<file path="config.mk">
export PLATFORM = sky130hd
export DESIGN_NAME = ifetch_queue
export DESIGN_NICKNAME = d
export VERILOG_FILES = /design/src/rtl/ifetch_queue.sv
export SDC_FILE = /design/constraint.sdc
export NUM_CORES = 1
export LEC_CHECK = 0
export CORE_UTILIZATION = 40
export DETAILED_ROUTE_END_ITERATION = 8
export HOLD_SLACK_MARGIN = 0.1
export SYNTH_ARGS = -nofsm -noshare
export SYNTH_HDL_FRONTEND = slang
export SYNTH_SLANG_ARGS = --single-unit
</file>
<file path="constraint.sdc">
create_clock -name clk -period 2.9 [get_ports clk]
set_input_delay 0.29 -clock clk [delete_from_list [all_inputs] [get_ports clk]]
set_output_delay 0.29 -clock clk [all_outputs]
set_load 0.03 [all_outputs]
</file>
<file path="src/rtl/ifetch_queue.sv">
// Instruction prefetch buffer: fetches one imem word per cycle into a small FIFO of
// {pc, instr} pairs and hands the head to the core with a valid/ready handshake.
module ifetch_queue #(
   parameter int          DEPTH    = 4,
   parameter logic [31:0] RESET_PC = 32'h00000000
) (
   input  logic                     clk,
   input  logic                     reset,
   output logic [31:0]              mem_addr,
   input  logic [31:0]              mem_rdata,
   input  logic                     mem_ready,
   input  logic                     redirect,
   input  logic [31:0]              redirect_pc,
   output logic                     out_valid,
   output logic [31:0]              out_instr,
   output logic [31:0]              out_pc,
   input  logic                     out_ready,
   output logic [$clog2(DEPTH):0]   count
);

   localparam int AW = $clog2(DEPTH);

   logic [31:0]   fpc;
   logic [31:0]   pc_mem    [DEPTH];
   logic [31:0]   instr_mem [DEPTH];
   logic [AW-1:0] rptr;
   logic [AW-1:0] wptr;
   logic [AW:0]   cnt;
   logic          full;
   logic          pop;
   logic          push;

   // A full queue may still accept a word when the head leaves in the same cycle.
   assign full = (cnt == (AW+1)'(DEPTH));
   assign pop  = out_valid & out_ready & ~redirect;
   assign push = mem_ready & ~redirect & (~full | pop);

   always_ff @(posedge clk or negedge reset) begin
      if (!reset) begin
         fpc  <= RESET_PC;
         rptr <= '0;
         wptr <= '0;
         cnt  <= '0;
         for (int i = 0; i < DEPTH; i++) begin
            pc_mem[i]    <= '0;
            instr_mem[i] <= '0;
         end
      end else if (redirect) begin
         fpc  <= {redirect_pc[31:2], 2'b00};
         rptr <= '0;
         wptr <= '0;
         cnt  <= '0;
      end else begin
         if (push) begin
            pc_mem[wptr]    <= fpc;
            instr_mem[wptr] <= mem_rdata;
            wptr            <= wptr + AW'(1);
            fpc             <= fpc + 32'd4;
         end
         if (pop) begin
            rptr <= rptr + AW'(1);
         end
         unique case ({push, pop})
            2'b10:   cnt <= cnt + (AW+1)'(1);
            2'b01:   cnt <= cnt - (AW+1)'(1);
            default: cnt <= cnt;
         endcase
      end
   end

   // Head is taken from storage registers only; an empty queue shows zeros.
   assign out_valid = (cnt != '0);
   assign out_pc    = out_valid ? pc_mem[rptr]    : '0;
   assign out_instr = out_valid ? instr_mem[rptr] : '0;
   assign mem_addr  = fpc;
   assign count     = cnt;

endmodule

</file>
; ---- Yosys cells after proc, flatten, opt, wreduce, memory -nomap -nowiden
; Index checks and enable logic that the tools add are counted.
[totals]
ff_bits = 295
inputBits = 69
output_inout_bits = 100
elab_cells = 58
[op_classes]
n_addsub = 5
n_lt_le_gt_ge = 3
eq_ne = 3
n_mux = 20
bitwise = 9
n_reduce_logical = 6
[op_table]
columns = op, count
row1 = 2-to-1 mux 32 bit, 9
row2 = bitwise mux 128 bit, 2
row3 = binary-select mux 32 bit (select 2 bit), 2
row4 = demux 32 bit (select 2 bit), 1
row5 = adder 32 x 3 -> 32 bit (second input constant), 1
row6 = 2-to-1 mux 2 bit, 4
row7 = >= comparator 3 bit (second input constant), 2
row8 = NOT 2 -> 3 bit, 2
row9 = one-hot mux 3 bit (2 select lines), 1
row10 = nonzero test 3 bit, 2
row11 = adder 2 x 1 -> 2 bit (second input constant), 2
row12 = bitwise AND 1 bit, 4
row13 = nonzero test 2 bit, 2
row14 = adder 3 x 1 -> 3 bit (second input constant), 1
row15 = equality test 3 bit (second input constant), 1
row16 = < comparator 3 x 1 -> 1 bit (second input constant), 1
row17 = 2-to-1 mux 3 bit, 1
row18 = subtractor 3 x 1 -> 3 bit (second input constant), 1
row19 = equality test 2 x 1 -> 1 bit (second input constant), 1
row20 = equality test 2 bit (second input constant), 1
row21 = NOT 1 bit, 2
row22 = AND reduction 2 bit, 1
row23 = logical AND 1 bit, 1
row24 = OR 1 bit, 1

; ---- Depth between registers and ports, before layout
; Gate-level depths: netlist (run 1).
[depth]
word_depth = 8
ltp_mapped = 8

; ---- Worst setup path after synthesis (run 1)
; OpenSTA, ideal clock, no wires.
[synth_timing]
path_type = register -> register
start = register fpc[7] (netlist: mem_addr[7])
end = register fpc[27] (netlist: mem_addr[27])
setup_ps = 82
t_arrival_ps = 2218
required_time_ps = 2818
slack_ps = 600
stages_incl_launch_ff = 8
path_buffers = 3
period_less_slack_ps = 2300
path_cell_list = dfrtp_1 > clkbuf_8 > nand4_1 > or4_1 > buf_2 > buf_6 > or4_1 > a31oi_1
[synth_via]
elab_chain_cells = 3
[synth_lines]
columns = element, line
row1 = "start, declared", 23  ; logic [31:0] fpc;
row2 = "start signal, assigned", 49  ; fpc <= {redirect_pc[31:2], 2'b00};
row3 = "start signal, assigned", 58  ; fpc <= fpc + 32'd4;
row4 = adder 32 x 3 -> 32 bit, 58
row5 = 2-to-1 mux 32 bit, 54  ; if (push) begin
row6 = 2-to-1 mux 32 bit, 48  ; end else if (redirect) begin
; No other way between the ends. The select of a mux whose other input is x is not followed.
; A chain may end at the register's enable or synchronous reset.

; ---- Final worst setup path (run 1)
[layout_timing]
start = register cnt[0] (netlist: count[0])
end = output out_valid
[layout_via]
elab_chain_cells = 1
[layout_lines]
columns = element, line
row1 = "start, declared", 28  ; logic [AW:0] cnt;
row2 = "start signal, assigned", 64  ; 2'b10: cnt <= cnt + (AW+1)'(1);
row3 = "start signal, assigned", 65  ; 2'b01: cnt <= cnt - (AW+1)'(1);
row4 = "start signal, assigned", 66  ; default: cnt <= cnt;
row5 = nonzero test 3 bit, 72  ; assign out_valid = (cnt != '0);
row6 = "end, declared", 14  ; output logic out_valid,
; No other way between the ends.

==> summary.md, run 1 <==
| Metric | Value |
|---|---|
| Status | `completed` |
| Die W | `187 um` |
| Drt first-iter violations | `363` |
| N_diodes | `0` |
| Row count | `67` |
| Layout cells sized above 1 | `0.348` |
| FFs w/ async S/R, synth | `1.00` |
| Final-stage net count | `1,178` |
| Top FF cell, synth | `dfrtp_1` |
| Clk pin slew, worst setup/hold paths | `0.06 ns` |
| Multi-input gate area | `5900 um2` |
| Worst Hold Class | `in2async` |
| Most frequent cells in the layout | `dfrtp_1 (283), mux2_2 (228), clkdlybuf4s50_1 (99)` |
| Routed vias | `8,344` |
| Synth Instances | `941` |
| Yosys Warn Count | `0` |
| Most common cell after layout, fill and taps aside | `dfrtp_1` |
| Total track usage | `0.180` |
| Drt drc | `0` |
| Vias per inst | `5.31` |
| Worst Clk Skew | `0.0139 ns` |
| Crit path max fanout | `64` |
| Die area | `34,900 um2` |
| Startpoint Class | `register` |
| FF-to-FF path depth | `4` |
| Leakage power | `7.29 nW` |
| Final ANT Viol Nets | `0` |
| Worst Setup End Kind | `output pin` |
| Finished Core Util | `0.499` |
| # fillers | `2,981` |
| Setup TNS | `0 ns` |
| I/O pin count | `169` |
| CTS buffer count | `31` |
| Mean Syn Cell Area | `14.5 um2` |
| Clock sinks | `285` |
| Synth-to-Final Area Change | `22.5%` |
| Htree depth | `1` |
| Port-buffer cells | `162` |
| Final Hold Fails | `0` |
| CTS tree | `built` |
| Dpl hpwl | `19.9 mm` |
| First-pass GRT wire length | `49.7 mm` |
| CP startpoint | `count[0]` |
| Chip Height | `187 um` |
| Crit path DAT | `2.48 ns` |
| Max Fclk | `361 MHz` |
| Vias in the first global route | `8,720` |
| Final slew viol count | `0` |
| PD cells | `828 nW/um2` |
| Placer congestion estimate | `0.747` |
| Peak VDD IR | `0.484 mV` |
| CTS root buffer | `clkbuf_16` |
| Worst reg2reg path startpoint | `mem_addr[9]` |
| Slew of the pin with the lowest slew margin | `0.762 ns` |
| Longest Clk Path Bufs | `3` |
| Worst-Skew Late Latency | `0.55 ns` |
| Initial antenna violation count | `1` |
| Pre-Repair DR Iteration Count | `4` |
| Reg-to-reg setup timing slack | `0.38 ns` |
| Largest net degree at the start of global routing | `70` |
| Min cycle time layout | `2.77 ns` |
| CP Class | `reg2out` |
| Max-Cap Viols | `0` |
| Core area | `33,500 um2` |
| Mapped Area | `13,700 um2` |
| RSZ-0062 raised after global routing | `no` |
| Reg area | `7140 um2` |
| FF+latch count, synth | `285` |
| Wire length per cell | `19.7 um` |
| Hold slack | `0.292 ns` |
| Period Utilization, post-route | `0.954` |
| Critical Path RT | `2.61 ns` |
| EDFF count, synth | `0` |
| Sequential element share of the synthesized area | `0.522` |
| Final setup violation count | `0` |
| Slew headroom | `0.492` |
| Gr ovfl total | `0` |
| DRT Wirelength | `30.9 mm` |
| Synth unique cells | `46` |
| Initial Util | `0.407` |
| R2r endpoint | `mem_addr[22]` |
synth_stat cells, drive strengths merged (9+ instances only):
library cell    n  area (um2)
dfrtp         285        7130
nor2           23        86.3
mux4           62        1400
nand4          11        68.8
clkbuf         34         191
o31ai          17         128
a31oi          16         100
inv             9        33.8
or4            21         160
and2           64         400
nand3          20         100
buf            43         393
mux2          250        2820
nand2          28         170
where the power goes:
part	total (mW)	switching (mW)	internal [mW]
Clock	3.82	1.51	2.31
Sequential	5.92	0.675	5.24
Combinational	4.11	1.86	2.25
state kept, by name (all words and copies together), names as in the netlist:
register / cells
rptr: 2
pc_mem: 120
count: 3
mem_addr: 30
instr_mem: 128
wptr: 2
critical path, cell delays in order (launching register included):
cell and delay [ns]:
dfrtp_1 0.49, or3_2 0.54, buf_12 0.24, clkdlybuf4s50_1 0.63
kinds of logic (layout without fill, tap and decap cells):
group,after synthesis,count (layout),share of synthesized area
multiplexers,314,314,0.310
flip-flops,285,285,0.522
AND/OR/NAND/NOR,184,184,0.0820
buffers and inverters,87,266,0.0459
AO/OA/AOI/OAI,53,53,0.0262
XOR/XNOR,11,11,0.00706
adder cells (fa/ha/maj),6,6,0.00605
other,1,4,0.000275
timing repair:
item,in CTS,in global routing
resized for setup,64,0
setup buffers,1,0
hold buffers,1,0
setup endpoints to repair,62,0
endpoints found under the hold margin,61,0
through the flow:
stage                     power (mW)  setup WS, ns  area [um2]  std cells
after floorplan                 8.80         0.600       13700        944
after global placement          10.2         0.305       15800       1516
after detailed placement        10.4         0.276       15800       1516
after CTS                       14.0        0.0920       16700       1571
after global routing            14.6        0.0414       16700       1571
final                           13.8         0.133       16700       1571
worst max-delay path by stage:
stage | endpoint | depth (start not counted) | slack [ns]
after floorplan | mem_addr[27] | 7 | 0.60
after global placement | instr_mem[50] | 7 | 0.31
after detailed placement | instr_mem[59] | 7 | 0.28
after CTS | out_valid | 3 | 0.09
after global routing | out_valid | 3 | 0.04
final | out_valid | 3 | 0.13
area by class of cell:
type / count / area share
inverter: 9 / 0.00202
timing repair buffer: 204 / 0.126
clock buffer: 50 / 0.0548
clock inverter: 3 / 0.00389
multi-input combinational: 572 / 0.353
sequential: 285 / 0.427
tap: 448 / 0.0335
routing by layer:
layer / track usage / wire length [um]
met1: 0.253 / 14400
met2: 0.295 / 14700
met3: 0.0286 / 1320
met4: 0.0353 / 495
met5: 0 / 14
Note: power is estimated with default switching activity, not from simulation.
==> inputs of run 2 (changes only) <==
Settings changed: HOLD_SLACK_MARGIN 0.1 to unset.
==> results of run 2 <==
Same layout as run 1: the final DEF is identical, and so are final timing and power.
==> inputs of run 3 (changes only) <==
Clock period 2.9 ns to 2.5 ns, I/O delays scaled along.
==> summary.md, run 3 (same netlist as run 1, synthesis figures left out) <==
| Metric | Value |
|---|---|
| Status | `finished, violations left (was completed)` |
| Failing checks | `setup timing` |
| Clk pin slew, worst setup/hold paths | `0.06 ns (about the same)` |
| Slew headroom | `0.636 (was 0.492)` |
| Worst reg2reg path startpoint | `mem_addr[16] (was mem_addr[9])` |
| Worst Hold Class | `in2async (unchanged)` |
| Initial Util | `0.407 (unchanged)` |
| Chip Height | `187 um (unchanged)` |
| Pre-Repair DR Iteration Count | `4 (unchanged)` |
| CTS buffer count | `31 (unchanged)` |
| Die area | `34,900 um2 (unchanged)` |
| Final-stage net count | `1,208 (was 1,178)` |
| Slew of the pin with the lowest slew margin | `0.546 ns (was 0.762 ns)` |
| Crit path max fanout | `7 (was 64)` |
| Final ANT Viol Nets | `0 (unchanged)` |
| Max-Cap Viols | `0 (unchanged)` |
| Hold slack | `0.238 ns (was 0.292 ns)` |
| Worst Clk Skew | `0.0197 ns (was 0.0139 ns)` |
| Longest Clk Path Bufs | `3 (unchanged)` |
| Placer congestion estimate | `0.749 (was 0.747)` |
| Routed vias | `8,581 (was 8,344)` |
| Startpoint Class | `register (unchanged)` |
| Largest net degree at the start of global routing | `67 (was 70)` |
| Setup WS pre-CTS | `0.0841 ns (was 0.276 ns)` |
| CTS tree | `built (unchanged)` |
| Drt first-iter violations | `361 (was 363)` |
| Post-route setup slack | `-0.0413 ns (was 0.133 ns)` |
| Reg-to-reg setup timing slack | `0.31 ns (was 0.38 ns)` |
| RSZ-0062 raised after global routing | `yes (was no)` |
| Core area | `33,500 um2 (unchanged)` |
| Worst path max stage delay | `0.53 ns (was 0.63 ns)` |
| Drt drc | `0 (unchanged)` |
| Family with the most delay on the worst path | `buffers and inverters (unchanged)` |
| Total track usage | `0.193 (was 0.180)` |
| Final setup violation count | `7 (was 0)` |
| Htree depth | `1 (unchanged)` |
| CP Class | `reg2out (unchanged)` |
| Largest register FFs | `128 (unchanged)` |
| Final Hold Fails | `0 (unchanged)` |
| N_diodes | `0 (unchanged)` |
| Most frequent cells in the layout | `dfrtp_1 (283), mux2_2 (228), clkdlybuf4s50_1 (98) (was dfrtp_1 (283), mux2_2 (228), clkdlybuf4s50_1 (99))` |
| CTS root buffer | `clkbuf_16 (unchanged)` |
| Largest register by flop count | `instr_mem (unchanged)` |
| Worst Setup End Kind | `output pin (unchanged)` |
| Die W | `187 um (unchanged)` |
| Vias in the first global route | `9,055 (was 8,720)` |
| Gr ovfl total | `0 (unchanged)` |
| Leakage power | `7.52 nW (was 7.29 nW)` |
| Min cycle time layout | `2.54 ns` |
| Final slew viol count | `0 (unchanged)` |
| First-pass GRT wire length | `53.3 mm (was 49.7 mm)` |
| Layout cells sized above 1 | `0.455 (was 0.348)` |
| Max Fclk | `393 MHz` |
| FF-to-FF path depth | `5 (was 4)` |
| Most common cell after layout, fill and taps aside | `dfrtp_1 (unchanged)` |
| Setup TNS | `-0.173 ns (was 0 ns)` |
| I/O pin count | `169 (unchanged)` |
| Initial antenna violation count | `1 (unchanged)` |
| DRT Wirelength | `32.6 mm (was 30.9 mm)` |
| Crit path DAT | `2.29 ns (was 2.48 ns)` |
| R2r endpoint | `mem_addr[26] (was mem_addr[22])` |
| Wire length per cell | `20.3 um (was 19.7 um)` |
| Critical Path RT | `2.25 ns (was 2.61 ns)` |
| Most Frequent Cell on Critical Path | `buf_12` |
| CP bufs+invs | `4 (was 2)` |
| Clock sinks | `285 (unchanged)` |
| Period Utilization, post-route | `1.02` |
| Synth-to-Final Area Change | `26.7% (was 22.5%)` |
| Worst-Skew Late Latency | `0.56 ns (was 0.55 ns)` |
| Layout Cells excl Fill | `1,606 (was 1,571)` |
| Port-buffer cells | `162 (unchanged)` |
| PD cells | `974 nW/um2 (was 828 nW/um2)` |
| Overall Power | `16.8 mW (was 13.8 mW)` |
| Row count | `67 (unchanged)` |
| Vias per inst | `5.34 (was 5.31)` |
| CP cell instances | `buf_12 > buf_12 > buf_16 > mux4_2 > and2_4 > buf_12 (was or3_2 > buf_12 > clkdlybuf4s50_1)` |
| Peak VDD IR | `0.591 mV (was 0.484 mV)` |
| Slowest-stage cell, CP | `dfrtp_4 (was clkdlybuf4s50_1)` |
| Placed Cells | `1,535 (was 1,516)` |
| Dpl hpwl | `20.8 mm (was 19.9 mm)` |
-- run 3: changes by cell type in the layout (fill, tap and decap cells not counted), sizes merged --
cell           previous run  this run
dlygate4sd2              62         1
clkinv                    1         6
bufbuf                    0         1
bufinv                    2         1
buf                      42       131
clkdlybuf4s15             0         1
inv                       9        10
clkdlybuf4s50            99        98
clkbuf                   50        51
-- run 3: cell type report --
| type | count | area (um2) |
|---|---|---|
| inverters | 9 | 33.8 |
| flip-flops and latches | 285 | 7140 |
| clock inverters | 8 | 68.8 |
| fillers | 2904 | 16200 |
| multi-input cells | 572 | 6000 |
| repair buffers | 234 | 2550 |
| well taps | 448 | 561 |
| clock buffers | 50 | 947 |
-- run 3: metal layers --
metal	routed length, um	GRT usage	part of all wire	up-vias
li1	-	-	-	3860
met1	15100	0.278	0.46	4491
met2	15600	0.312	0.48	186
met3	1320	0.0269	0.041	42
met4	600	0.0385	0.018	2
met5	14	0	0.00043	-
-- run 3: how the worst max path moves through the flow --
stage	startpoint	to	slack [ns]	cells past startpoint
6_report	rptr[0]	out_pc[30]	-0.04	6
2_1_floorplan	mem_addr[7]	mem_addr[27]	0.20	7
5_1_grt	rptr[0]	out_pc[29]	-0.09	6
4_1_cts	rptr[0]	out_instr[16]	-0.09	5
3_3_place_gp	out_ready	instr_mem[120]	0.10	7
3_5_place_dp	out_ready	instr_mem[113]	0.08	7
-- run 3: repair_timing --
item                                    4_1_cts  5_1_grt
endpoints found under the setup margin       62       47
gates cloned                                  6        0
setup buffers                                 6        1
hold buffers                                  1        0
pin swaps                                    12        0
endpoints found under the hold margin        58        0
gates resized for setup                     377       20
-- run 3: power by group --
part	total [mW]	switching, mW	internal [mW]
registers	6.83	0.748	6.08
logic	5.50	2.38	3.12
clock network	4.51	1.84	2.67
total	16.8	4.97	11.9
-- run 3: stage by stage --
step                      utilization  area (um2)
after CTS                       0.515       17300
after detailed placement        0.477       16000
final                           0.516       17300
after floorplan                     -       13700
after global routing            0.516       17300
after global placement          0.477       16000
